File: src/rtl/mac_sequencer_if.sv
// Signal bundle between the MAC sequencer and its environment: command,
// operand load, MAC datapath control/status, and the result return port.
interface mac_sequencer_if #(
  parameter int LEN_W = 8
);
  logic             cmd_valid;
  logic             cmd_ready;
  logic [LEN_W-1:0] cmd_len;
  logic             cmd_a_signed;
  logic             cmd_b_signed;

  logic             op_valid;
  logic             op_ready;
  logic [31:0]      op_a;
  logic [31:0]      op_b;

  logic [31:0]      mac_rs1;
  logic [31:0]      mac_rs2;
  logic             mac_rs1_signed;
  logic             mac_rs2_signed;
  logic             mac_start;
  logic             mac_clear;
  logic             mac_valid;
  logic             mac_busy;
  logic [63:0]      mac_result;

  logic             res_valid;
  logic             res_ready;
  logic [63:0]      res_data;
  logic             res_err;

  // The sequencer initiates MAC work, so it takes the master side.
  modport master (
    input  cmd_valid, cmd_len, cmd_a_signed, cmd_b_signed,
    input  op_valid, op_a, op_b,
    input  mac_valid, mac_busy, mac_result,
    input  res_ready,
    output cmd_ready, op_ready,
    output mac_rs1, mac_rs2, mac_rs1_signed, mac_rs2_signed, mac_start, mac_clear,
    output res_valid, res_data, res_err
  );

  modport slave (
    output cmd_valid, cmd_len, cmd_a_signed, cmd_b_signed,
    output op_valid, op_a, op_b,
    output mac_valid, mac_busy, mac_result,
    output res_ready,
    input  cmd_ready, op_ready,
    input  mac_rs1, mac_rs2, mac_rs1_signed, mac_rs2_signed, mac_start, mac_clear,
    input  res_valid, res_data, res_err
  );
endinterface

File: src/rtl/mac_sequencer.sv
// Dot-product sequencer: buffers operand pairs, clears the MAC accumulator,
// issues each pair with a start pulse and returns the settled 64-bit sum.
module mac_sequencer #(
  parameter int DEPTH   = 16,
  parameter int LEN_W   = 8,
  parameter int TIMEOUT = 64
) (
  input  logic            clk,
  input  logic            rst,
  mac_sequencer_if.master bus
);
  localparam int AW = $clog2(DEPTH);
  localparam int CW = AW + 1;
  localparam int TW = $clog2(TIMEOUT + 1);

  typedef enum logic [2:0] {
    S_IDLE, S_CLEAR, S_ISSUE, S_WAIT, S_SETTLE, S_DONE, S_ERR
  } state_e;

  state_e              state_q, state_d;
  logic [LEN_W-1:0]    len_q, len_d;
  logic [LEN_W-1:0]    pair_q, pair_d;
  logic [TW-1:0]       timer_q, timer_d;
  logic                a_sgn_q, a_sgn_d;
  logic                b_sgn_q, b_sgn_d;
  logic [31:0]         rs1_q, rs1_d;
  logic [31:0]         rs2_q, rs2_d;
  logic [63:0]         res_data_q, res_data_d;
  logic [AW-1:0]       wr_ptr_q, wr_ptr_d;
  logic [AW-1:0]       rd_ptr_q, rd_ptr_d;
  logic [CW-1:0]       cnt_q, cnt_d;
  logic [DEPTH-1:0][63:0] mem_q;

  logic                push, pop, flush, full, empty, start;
  logic [LEN_W-1:0]    pair_inc;

  assign full     = (cnt_q == CW'(DEPTH));
  assign empty    = (cnt_q == '0);
  assign start    = (state_q == S_WAIT) && (timer_q == '0);
  assign flush    = (state_q == S_ERR) && bus.res_ready;
  // A push landing in the flush cycle is dropped along with the queue.
  assign push     = bus.op_valid && !full && !flush;
  assign pair_inc = pair_q + LEN_W'(1);

  always_comb begin
    state_d    = state_q;
    len_d      = len_q;
    pair_d     = pair_q;
    timer_d    = timer_q;
    a_sgn_d    = a_sgn_q;
    b_sgn_d    = b_sgn_q;
    rs1_d      = rs1_q;
    rs2_d      = rs2_q;
    res_data_d = res_data_q;
    pop        = 1'b0;

    unique case (state_q)
      S_IDLE: if (bus.cmd_valid) begin
        len_d   = bus.cmd_len;
        a_sgn_d = bus.cmd_a_signed;
        b_sgn_d = bus.cmd_b_signed;
        state_d = S_CLEAR;
      end
      S_CLEAR: begin
        pair_d  = '0;
        state_d = (len_q == '0) ? S_SETTLE : S_ISSUE;
      end
      S_ISSUE: if (!empty && !bus.mac_busy) begin
        pop     = 1'b1;
        rs1_d   = mem_q[rd_ptr_q][63:32];
        rs2_d   = mem_q[rd_ptr_q][31:0];
        timer_d = '0;
        state_d = S_WAIT;
      end
      S_WAIT: begin
        // mac_valid during the start cycle belongs to no pair of ours.
        if (bus.mac_valid && !start) begin
          pair_d  = pair_inc;
          state_d = (pair_inc == len_q) ? S_SETTLE : S_ISSUE;
        end else if (timer_q == TW'(TIMEOUT - 1)) begin
          res_data_d = bus.mac_result;
          state_d    = S_ERR;
        end else begin
          timer_d = timer_q + TW'(1);
        end
      end
      S_SETTLE: begin
        res_data_d = bus.mac_result;
        state_d    = S_DONE;
      end
      S_DONE: if (bus.res_ready) state_d = S_IDLE;
      S_ERR:  if (bus.res_ready) state_d = S_IDLE;
      default: state_d = S_IDLE;
    endcase
  end

  always_comb begin
    wr_ptr_d = wr_ptr_q + (push ? AW'(1) : AW'(0));
    rd_ptr_d = rd_ptr_q + (pop  ? AW'(1) : AW'(0));
    cnt_d    = cnt_q + (push ? CW'(1) : CW'(0)) - (pop ? CW'(1) : CW'(0));
    if (flush) begin
      wr_ptr_d = wr_ptr_q;
      rd_ptr_d = wr_ptr_q;
      cnt_d    = '0;
    end
  end

  always_ff @(posedge clk) begin
    if (!rst) begin
      state_q    <= S_IDLE;
      len_q      <= '0;
      pair_q     <= '0;
      timer_q    <= '0;
      a_sgn_q    <= 1'b0;
      b_sgn_q    <= 1'b0;
      rs1_q      <= '0;
      rs2_q      <= '0;
      res_data_q <= '0;
      wr_ptr_q   <= '0;
      rd_ptr_q   <= '0;
      cnt_q      <= '0;
    end else begin
      state_q    <= state_d;
      len_q      <= len_d;
      pair_q     <= pair_d;
      timer_q    <= timer_d;
      a_sgn_q    <= a_sgn_d;
      b_sgn_q    <= b_sgn_d;
      rs1_q      <= rs1_d;
      rs2_q      <= rs2_d;
      res_data_q <= res_data_d;
      wr_ptr_q   <= wr_ptr_d;
      rd_ptr_q   <= rd_ptr_d;
      cnt_q      <= cnt_d;
    end
  end

  // Storage needs no reset: only entries counted by cnt_q are ever read.
  always_ff @(posedge clk) begin
    if (push) mem_q[wr_ptr_q] <= {bus.op_a, bus.op_b};
  end

  assign bus.cmd_ready      = (state_q == S_IDLE);
  assign bus.op_ready       = !full;
  assign bus.mac_rs1        = rs1_q;
  assign bus.mac_rs2        = rs2_q;
  assign bus.mac_rs1_signed = a_sgn_q;
  assign bus.mac_rs2_signed = b_sgn_q;
  assign bus.mac_start      = start;
  assign bus.mac_clear      = (state_q == S_CLEAR);
  assign bus.res_valid      = (state_q == S_DONE) || (state_q == S_ERR);
  assign bus.res_err        = (state_q == S_ERR);
  assign bus.res_data       = res_data_q;
endmodule

File: src/flat_wrapper.sv
// flat-port wrapper written by rule: the top's interface ports become plain ports
module mac_sequencer_flat 
#(
  parameter int DEPTH   = 16,
  parameter int LEN_W   = 8,
  parameter int TIMEOUT = 64
)
  (clk, rst, bus_cmd_valid, bus_cmd_len, bus_cmd_a_signed, bus_cmd_b_signed, bus_op_valid, bus_op_a, bus_op_b, bus_mac_valid, bus_mac_busy, bus_mac_result, bus_res_ready, bus_cmd_ready, bus_op_ready, bus_mac_rs1, bus_mac_rs2, bus_mac_rs1_signed, bus_mac_rs2_signed, bus_mac_start, bus_mac_clear, bus_res_valid, bus_res_data, bus_res_err);
  mac_sequencer_if #(.LEN_W(LEN_W)) bus_i ();
  input  logic clk;
  input  logic rst;
  input wire logic [$bits(bus_i.cmd_valid)-1:0] bus_cmd_valid;
  input wire logic [$bits(bus_i.cmd_len)-1:0] bus_cmd_len;
  input wire logic [$bits(bus_i.cmd_a_signed)-1:0] bus_cmd_a_signed;
  input wire logic [$bits(bus_i.cmd_b_signed)-1:0] bus_cmd_b_signed;
  input wire logic [$bits(bus_i.op_valid)-1:0] bus_op_valid;
  input wire logic [$bits(bus_i.op_a)-1:0] bus_op_a;
  input wire logic [$bits(bus_i.op_b)-1:0] bus_op_b;
  input wire logic [$bits(bus_i.mac_valid)-1:0] bus_mac_valid;
  input wire logic [$bits(bus_i.mac_busy)-1:0] bus_mac_busy;
  input wire logic [$bits(bus_i.mac_result)-1:0] bus_mac_result;
  input wire logic [$bits(bus_i.res_ready)-1:0] bus_res_ready;
  output wire logic [$bits(bus_i.cmd_ready)-1:0] bus_cmd_ready;
  output wire logic [$bits(bus_i.op_ready)-1:0] bus_op_ready;
  output wire logic [$bits(bus_i.mac_rs1)-1:0] bus_mac_rs1;
  output wire logic [$bits(bus_i.mac_rs2)-1:0] bus_mac_rs2;
  output wire logic [$bits(bus_i.mac_rs1_signed)-1:0] bus_mac_rs1_signed;
  output wire logic [$bits(bus_i.mac_rs2_signed)-1:0] bus_mac_rs2_signed;
  output wire logic [$bits(bus_i.mac_start)-1:0] bus_mac_start;
  output wire logic [$bits(bus_i.mac_clear)-1:0] bus_mac_clear;
  output wire logic [$bits(bus_i.res_valid)-1:0] bus_res_valid;
  output wire logic [$bits(bus_i.res_data)-1:0] bus_res_data;
  output wire logic [$bits(bus_i.res_err)-1:0] bus_res_err;
  assign bus_i.cmd_valid = bus_cmd_valid;
  assign bus_i.cmd_len = bus_cmd_len;
  assign bus_i.cmd_a_signed = bus_cmd_a_signed;
  assign bus_i.cmd_b_signed = bus_cmd_b_signed;
  assign bus_i.op_valid = bus_op_valid;
  assign bus_i.op_a = bus_op_a;
  assign bus_i.op_b = bus_op_b;
  assign bus_i.mac_valid = bus_mac_valid;
  assign bus_i.mac_busy = bus_mac_busy;
  assign bus_i.mac_result = bus_mac_result;
  assign bus_i.res_ready = bus_res_ready;
  assign bus_cmd_ready = bus_i.cmd_ready;
  assign bus_op_ready = bus_i.op_ready;
  assign bus_mac_rs1 = bus_i.mac_rs1;
  assign bus_mac_rs2 = bus_i.mac_rs2;
  assign bus_mac_rs1_signed = bus_i.mac_rs1_signed;
  assign bus_mac_rs2_signed = bus_i.mac_rs2_signed;
  assign bus_mac_start = bus_i.mac_start;
  assign bus_mac_clear = bus_i.mac_clear;
  assign bus_res_valid = bus_i.res_valid;
  assign bus_res_data = bus_i.res_data;
  assign bus_res_err = bus_i.res_err;
  mac_sequencer #(.DEPTH(DEPTH), .LEN_W(LEN_W), .TIMEOUT(TIMEOUT)) u_core (.clk(clk), .rst(rst), .bus(bus_i));
endmodule
File: config.mk
export PLATFORM = sky130hd
export DESIGN_NAME = mac_sequencer_flat
export DESIGN_NICKNAME = d
export VERILOG_FILES = /design/src/rtl/mac_sequencer_if.sv /design/src/rtl/mac_sequencer.sv /design/src/flat_wrapper.sv
export SDC_FILE = /design/constraint.sdc
export NUM_CORES = 1
export LEC_CHECK = 0
export ABC_AREA = 1
export CAP_MARGIN = 25
export CORE_UTILIZATION = 45
export DETAILED_ROUTE_END_ITERATION = 12
export PLACE_DENSITY = 0.66
export SLEW_MARGIN = 20
export SYNTH_ARGS = -nofsm -noshare
export SYNTH_HDL_FRONTEND = slang
export SYNTH_SLANG_ARGS = --single-unit
File: constraint.sdc
create_clock -name clk -period 4.8 [get_ports clk]
set_input_delay 0.96 -clock clk [delete_from_list [all_inputs] [get_ports clk]]
set_output_delay 0.96 -clock clk [all_outputs]
set_load 0.01 [all_outputs]
After elaboration in Yosys (flattened, before gate mapping)
Index checks and enable logic that the tools add are counted.
{"block": "word_totals", "reg_bits": 1193, "in_bits": 145, "output_inout_bits": 136, "elab_cells": 112}
{"block": "classes", "n_reduce_logical": 28, "magnitude_cmp": 3, "n_addsub": 6, "bitwise": 1, "n_eq_ne": 17, "muxes": 29}
{"op": "$bwmux 1024", "count": 1}
{"op": "$bmux 64 s4", "count": 1}
{"op": "$demux 64 s4", "count": 1}
{"op": "$mux 64", "count": 4}
{"op": "$pmux 64 s2", "count": 1}
{"op": "$mux 3", "count": 7}
{"op": "$mux 7", "count": 3}
{"op": "$pmux 3 s6", "count": 1}
{"op": "$pmux 8 s2", "count": 1}
{"op": "$pmux 7 s2", "count": 1}
{"op": "$lt 4x5->1 const B", "count": 2}
{"op": "$ne 2x2->1 const B", "count": 5}
{"op": "$eq 3x3->1 const B", "count": 3}
{"op": "$add 4x4->4", "count": 2}
{"op": "$add 8x1->8 const B", "count": 1}
{"op": "$eq 8x8->1", "count": 1}
{"op": "$logic_not 8->1", "count": 1}
{"op": "$mux 8", "count": 1}
{"op": "$reduce_and 4->1", "count": 2}
{"op": "$add 7x1->7 const B", "count": 1}
{"op": "$eq 7x6->1 const B", "count": 1}
{"op": "$logic_and 1x1->1", "count": 7}
{"op": "$logic_not 7->1", "count": 1}
{"op": "$eq 3x2->1 const B", "count": 2}
{"op": "other kinds (18)", "count": 33}

Longest topological paths before layout
{"block": "logic_depth", "depth_word": 8, "ltp_mapped": 17, "depth_no_buf": 17}

Least setup slack after synthesis
Ideal clock, no wire load.
{"block": "synth_timing", "path_type": "input -> register", "from": "in bus_res_ready", "to": "reg u_core.mem_q[0] (netlist name), enable pin", "t_required_ps": 4313, "path_stages": 5, "t_arrival_ps": 4361, "setup_ps": 487, "setup_slack_ps": -48, "path_buffers": 0, "cell_sequence": "nand2_1 > inv_1 > nor2_1 > nand3_1 > nor2_1"}
{"block": "synth_via", "elab_chain_cells": 3}
{"item": "from (decl)", "line_no": "flat_wrapper.sv:22", "text": "input wire logic [$bits(bus_i.res_ready)-1:0] bus_res_ready;"}
{"item": "$logic_and 1x1->1", "line_no": "mac_sequencer.sv:40", "text": "assign flush = (state_q == S_ERR) && bus.res_ready;"}
{"item": "$logic_not 1->1", "line_no": "mac_sequencer.sv:42", "text": "assign push = bus.op_valid && !full && !flush;"}
{"item": "$logic_and 1x1->1", "line_no": "mac_sequencer.sv:42"}
{"item": "to (signal, indexed assignment)", "line_no": "mac_sequencer.sv:140", "text": "if (push) mem_q[wr_ptr_q] <= {bus.op_a, bus.op_b};"}
{"item": "to (decl)", "line_no": "mac_sequencer.sv:32", "text": "logic [DEPTH-1:0][63:0] mem_q;"}
Every way passes these cells.
A chain may end at the register's enable or synchronous reset.

Worst setup path in the final report
{"block": "layout_timing", "from": "reg u_core.state_q[1]", "to": "out bus_mac_start"}
{"block": "layout_via", "elab_chain_cells": 2}
{"item": "from (decl)", "line_no": "mac_sequencer.sv:20", "text": "state_e state_q, state_d;"}
{"item": "from (signal assigned)", "line_no": "mac_sequencer.sv:123", "text": "state_q <= state_d;"}
{"item": "$eq 3x2->1", "line_no": "mac_sequencer.sv:39", "text": "assign start = (state_q == S_WAIT) && (timer_q == '0);"}
{"item": "$logic_and 1x1->1", "line_no": "mac_sequencer.sv:39"}
{"item": "to (decl)", "line_no": "flat_wrapper.sv:29", "text": "output wire logic [$bits(bus_i.mac_start)-1:0] bus_mac_start;"}
Every way passes these cells.

==> metrics.cfg <==
[job]
maxCapViolCount = 0

[setup_path]
rrSetupSlack_ns = 1.77
crit_end = bus_mac_start
crit_buf_inv = 2
end_kind = primary output
path_cells = nand2_1, nor2_2, inv_2, nor3_4, clkdlybuf4s50_1
crit_family = simple AND/OR/NAND/NOR gates
start_kind = flip-flop
regToRegEndpoint = u_core.bus.mac_rs1[5]
worstSetupPathType = flip-flop to primary output
cp.arrival_ns = 2.60
crit_cells = 5
max_stage_delay_ns = 0.61
crit_fanout = 11
r2r_cells = 8
cp_slowest_cell = clkdlybuf4s50_1
r2r_start = u_core.rd_ptr_q[0]
crit_path_start = u_core.state_q[1]
critPathRequiredTime_ns = 3.84

[placed_design]
io_buffers = 280
dp_slack_ns = 1.13
placedCellCount = 5333
hpwl_microns = 63700
place.gp.congestion = 0.798
place_area_sq_mm = 0.0510

[die]
fp.coreArea_sq_mm = 0.102
ioPinCount = 281
die-area_sq_mm = 0.105
initial_core_util_pct = 45.7
fp.dieH_microns = 324
die_x_microns = 324
num_rows = 117

[grt]
grt_max_degree = 199
antenna_found_initial = 1
grt_pass1_wl_microns = 179000
gr-total-overflow = 0
track_usage_pct = 21.8
grt_pass1_vias = 29600

[logic_synthesis]
syn_area_per_cell_sq_um = 12.0
synth_area_sq_mm = 0.0468
yosysSeqAreaShare_pct = 73.0
synth_edf_count = 1024
synth_common_cells = edfxtp_1 (1,024), nor2_1 (1,003), o21ai_0 (564)
synthCells = 3884
synthMostInstantiatedCell = edfxtp_1
yosysTopAreaCell = edfxtp_1
ys_seq_elements = 1193
ys_types = 39
synth_top_area_share_pct = 65.7
synthTopCellsByArea = edfxtp_1 (66%), nor2_1 (8.0%), dfxtp_1 (7.2%)
synthFlopType = edfxtp_1
synth_fp_nets = 4041
yosysWarnings = 0
ys_async_sr_fraction_pct = 0

[routing]
vias = 30600
drtIter0Drc = 2815
avgViaCountPerCell = 5.50
routed_wl_microns = 117000
ant_nets = 0
dr.pass1.iters = 5
drc = 0
wl_per_cell_microns = 21.0

[clocking]
htree_levels = 3
cts_made_buffers = 120
clk_latency_ns = 0.72
tritoncts = built
path_clk_slew_ns = 0.06
cts_resized = 0
cts_root_buf = clkbuf_16
cts-hold-fix-buffers = 0
cts_buffer_depth = 3
postCtsSetupBuffers = 0
numClockSinks = 1193

[sta]
fin_crit_sh_pct = 74.2
layout_setup_ws_ns = 1.24
hold_ws_ns = 0.465
report.final.slew_viol_count = 0
hold_viol = 0
relSlewSlack_pct = 29.5
clock_skew_ns = 0.0437
tightest_slew_ns = 1.06
rsz0062_at_grt = false
fmax_ghz = 0.281
min_period_ns = 3.56
setup_viol = 0

[final_layout]
final_nets = 4244
drive_gt1_share_pct = 6.42
final_util_pct = 53.6
instances_no_fill = 5561
seq_area_sq_mm = 0.0341
multi_input_comb_area_sq_mm = 0.0111
final_area_sq_mm = 0.0549
fillers = 8533
syn2layout_area_growth_pct = 17.4

[outcome]
outcome = finished clean

[worst_hold_path]
hp-class = flip-flop to flip-flop

[pwr]
p_per_area_mw_per_mm2 = 438
irDropWorstVdd_uv = 336
leakagePower_nw = 18.3

-- cell usage in the layout, fill, tap and decap left out, drive strengths merged, types with 2 or more instances in the layout --
cell type / netlist / routed
a211oi: 3 / 3
a21oi: 33 / 33
a31oi: 66 / 66
buf: 117 / 60
bufinv: 0 / 9
clkbuf: 141 / 172
clkdlybuf4s50: 0 / 279
clkinv: 1 / 40
clkinvlp: 0 / 5
dfxtp: 169 / 169
edfxtp: 1024 / 1024
ha: 11 / 11
inv: 122 / 124
nand2: 211 / 211
nand3: 97 / 97
nand4: 5 / 5
nor2: 1005 / 1005
nor3: 5 / 5
nor3b: 2 / 2
o211ai: 192 / 192
o21ai: 601 / 601
o221ai: 64 / 64
xnor2: 2 / 2
xor2: 6 / 6
-- per-stage QoR --
| stage | total power, mW | TNS (ns) |
|---|---|---|
| floorplan | 13.8 | -49.17 |
| global placement | 15.0 | 0 |
| detailed placement | 15.0 | 0 |
| CTS | 24.2 | 0 |
| global route | 24.9 | 0 |
| finish | 24.0 | 0 |
-- tightest hold or removal path: stages, from the launching register on --
cell	delay (ns)
dfxtp_1	0.31
nand2_1	0.06
a21oi_1	0.05
-- logic make-up after synthesis --
| kind of cell | after synthesis | synth area share, % |
|---|---|---|
| fa+ha+maj | 12 | 0.337 |
| compound gates | 963 | 12.1 |
| simple gates | 1327 | 11.0 |
| xor+xnor | 8 | 0.150 |
| buf+inv | 381 | 3.47 |
| flops | 1193 | 73.0 |
-- power breakdown --
part	switching, mW	internal (mW)	leakage (nW)
logic	1.77	1.01	5.82
clock network	3.94	5.30	1.90
registers	0.253	11.8	10.6
-- sequential cells by signal (all words and copies together) (netlist names), 3 cells and up --
signal	cells
u_core.bus.res_data	64
u_core.bus.mac_rs1	32
u_core.rd_ptr_q	4
u_core.state_q	3
u_core.timer_q	7
u_core.pair_q	8
u_core.wr_ptr_q	4
u_core.mem_q	1024
u_core.len_q	8
u_core.bus.mac_rs2	32
u_core.cnt_q	5
-- area by class of cell --
class	instances	share of cell area [%]
clock inverters	55	1.11
clock buffers	172	6.04
well taps	1368	3.12
inverters	123	0.898
repair buffers	339	6.34
diodes	1	0.00456
multi-input cells	2310	20.3
flip-flops and latches	1193	62.2
-- layer usage --
metal | GRT usage (%) | share of wire [%] | vias up | wire length, microns
li1 | - | - | 14400 | -
met1 | 29.9 | 43 | 15000 | 49900
met2 | 36.2 | 48 | 1060 | 56500
met3 | 3.29 | 6.5 | 179 | 7570
met4 | 6.11 | 2.4 | 0 | 2800
met5 | 0 | 0 | - | 0
-- worst min-delay path by stage --
stage                                         start                         to  cells after the start
after detailed placement  u_core.bus.mac_rs2_signed  u_core.bus.mac_rs2_signed                      2
after global placement    u_core.bus.mac_rs2_signed  u_core.bus.mac_rs2_signed                      2
final                     u_core.bus.mac_rs2_signed  u_core.bus.mac_rs2_signed                      2
after floorplan                     u_core.len_q[1]            u_core.len_q[1]                      2
after CTS                 u_core.bus.mac_rs2_signed  u_core.bus.mac_rs2_signed                      2
after global routing        u_core.bus.res_data[51]    u_core.bus.res_data[51]                      2
Note: power is estimated with default switching activity, not from simulation.
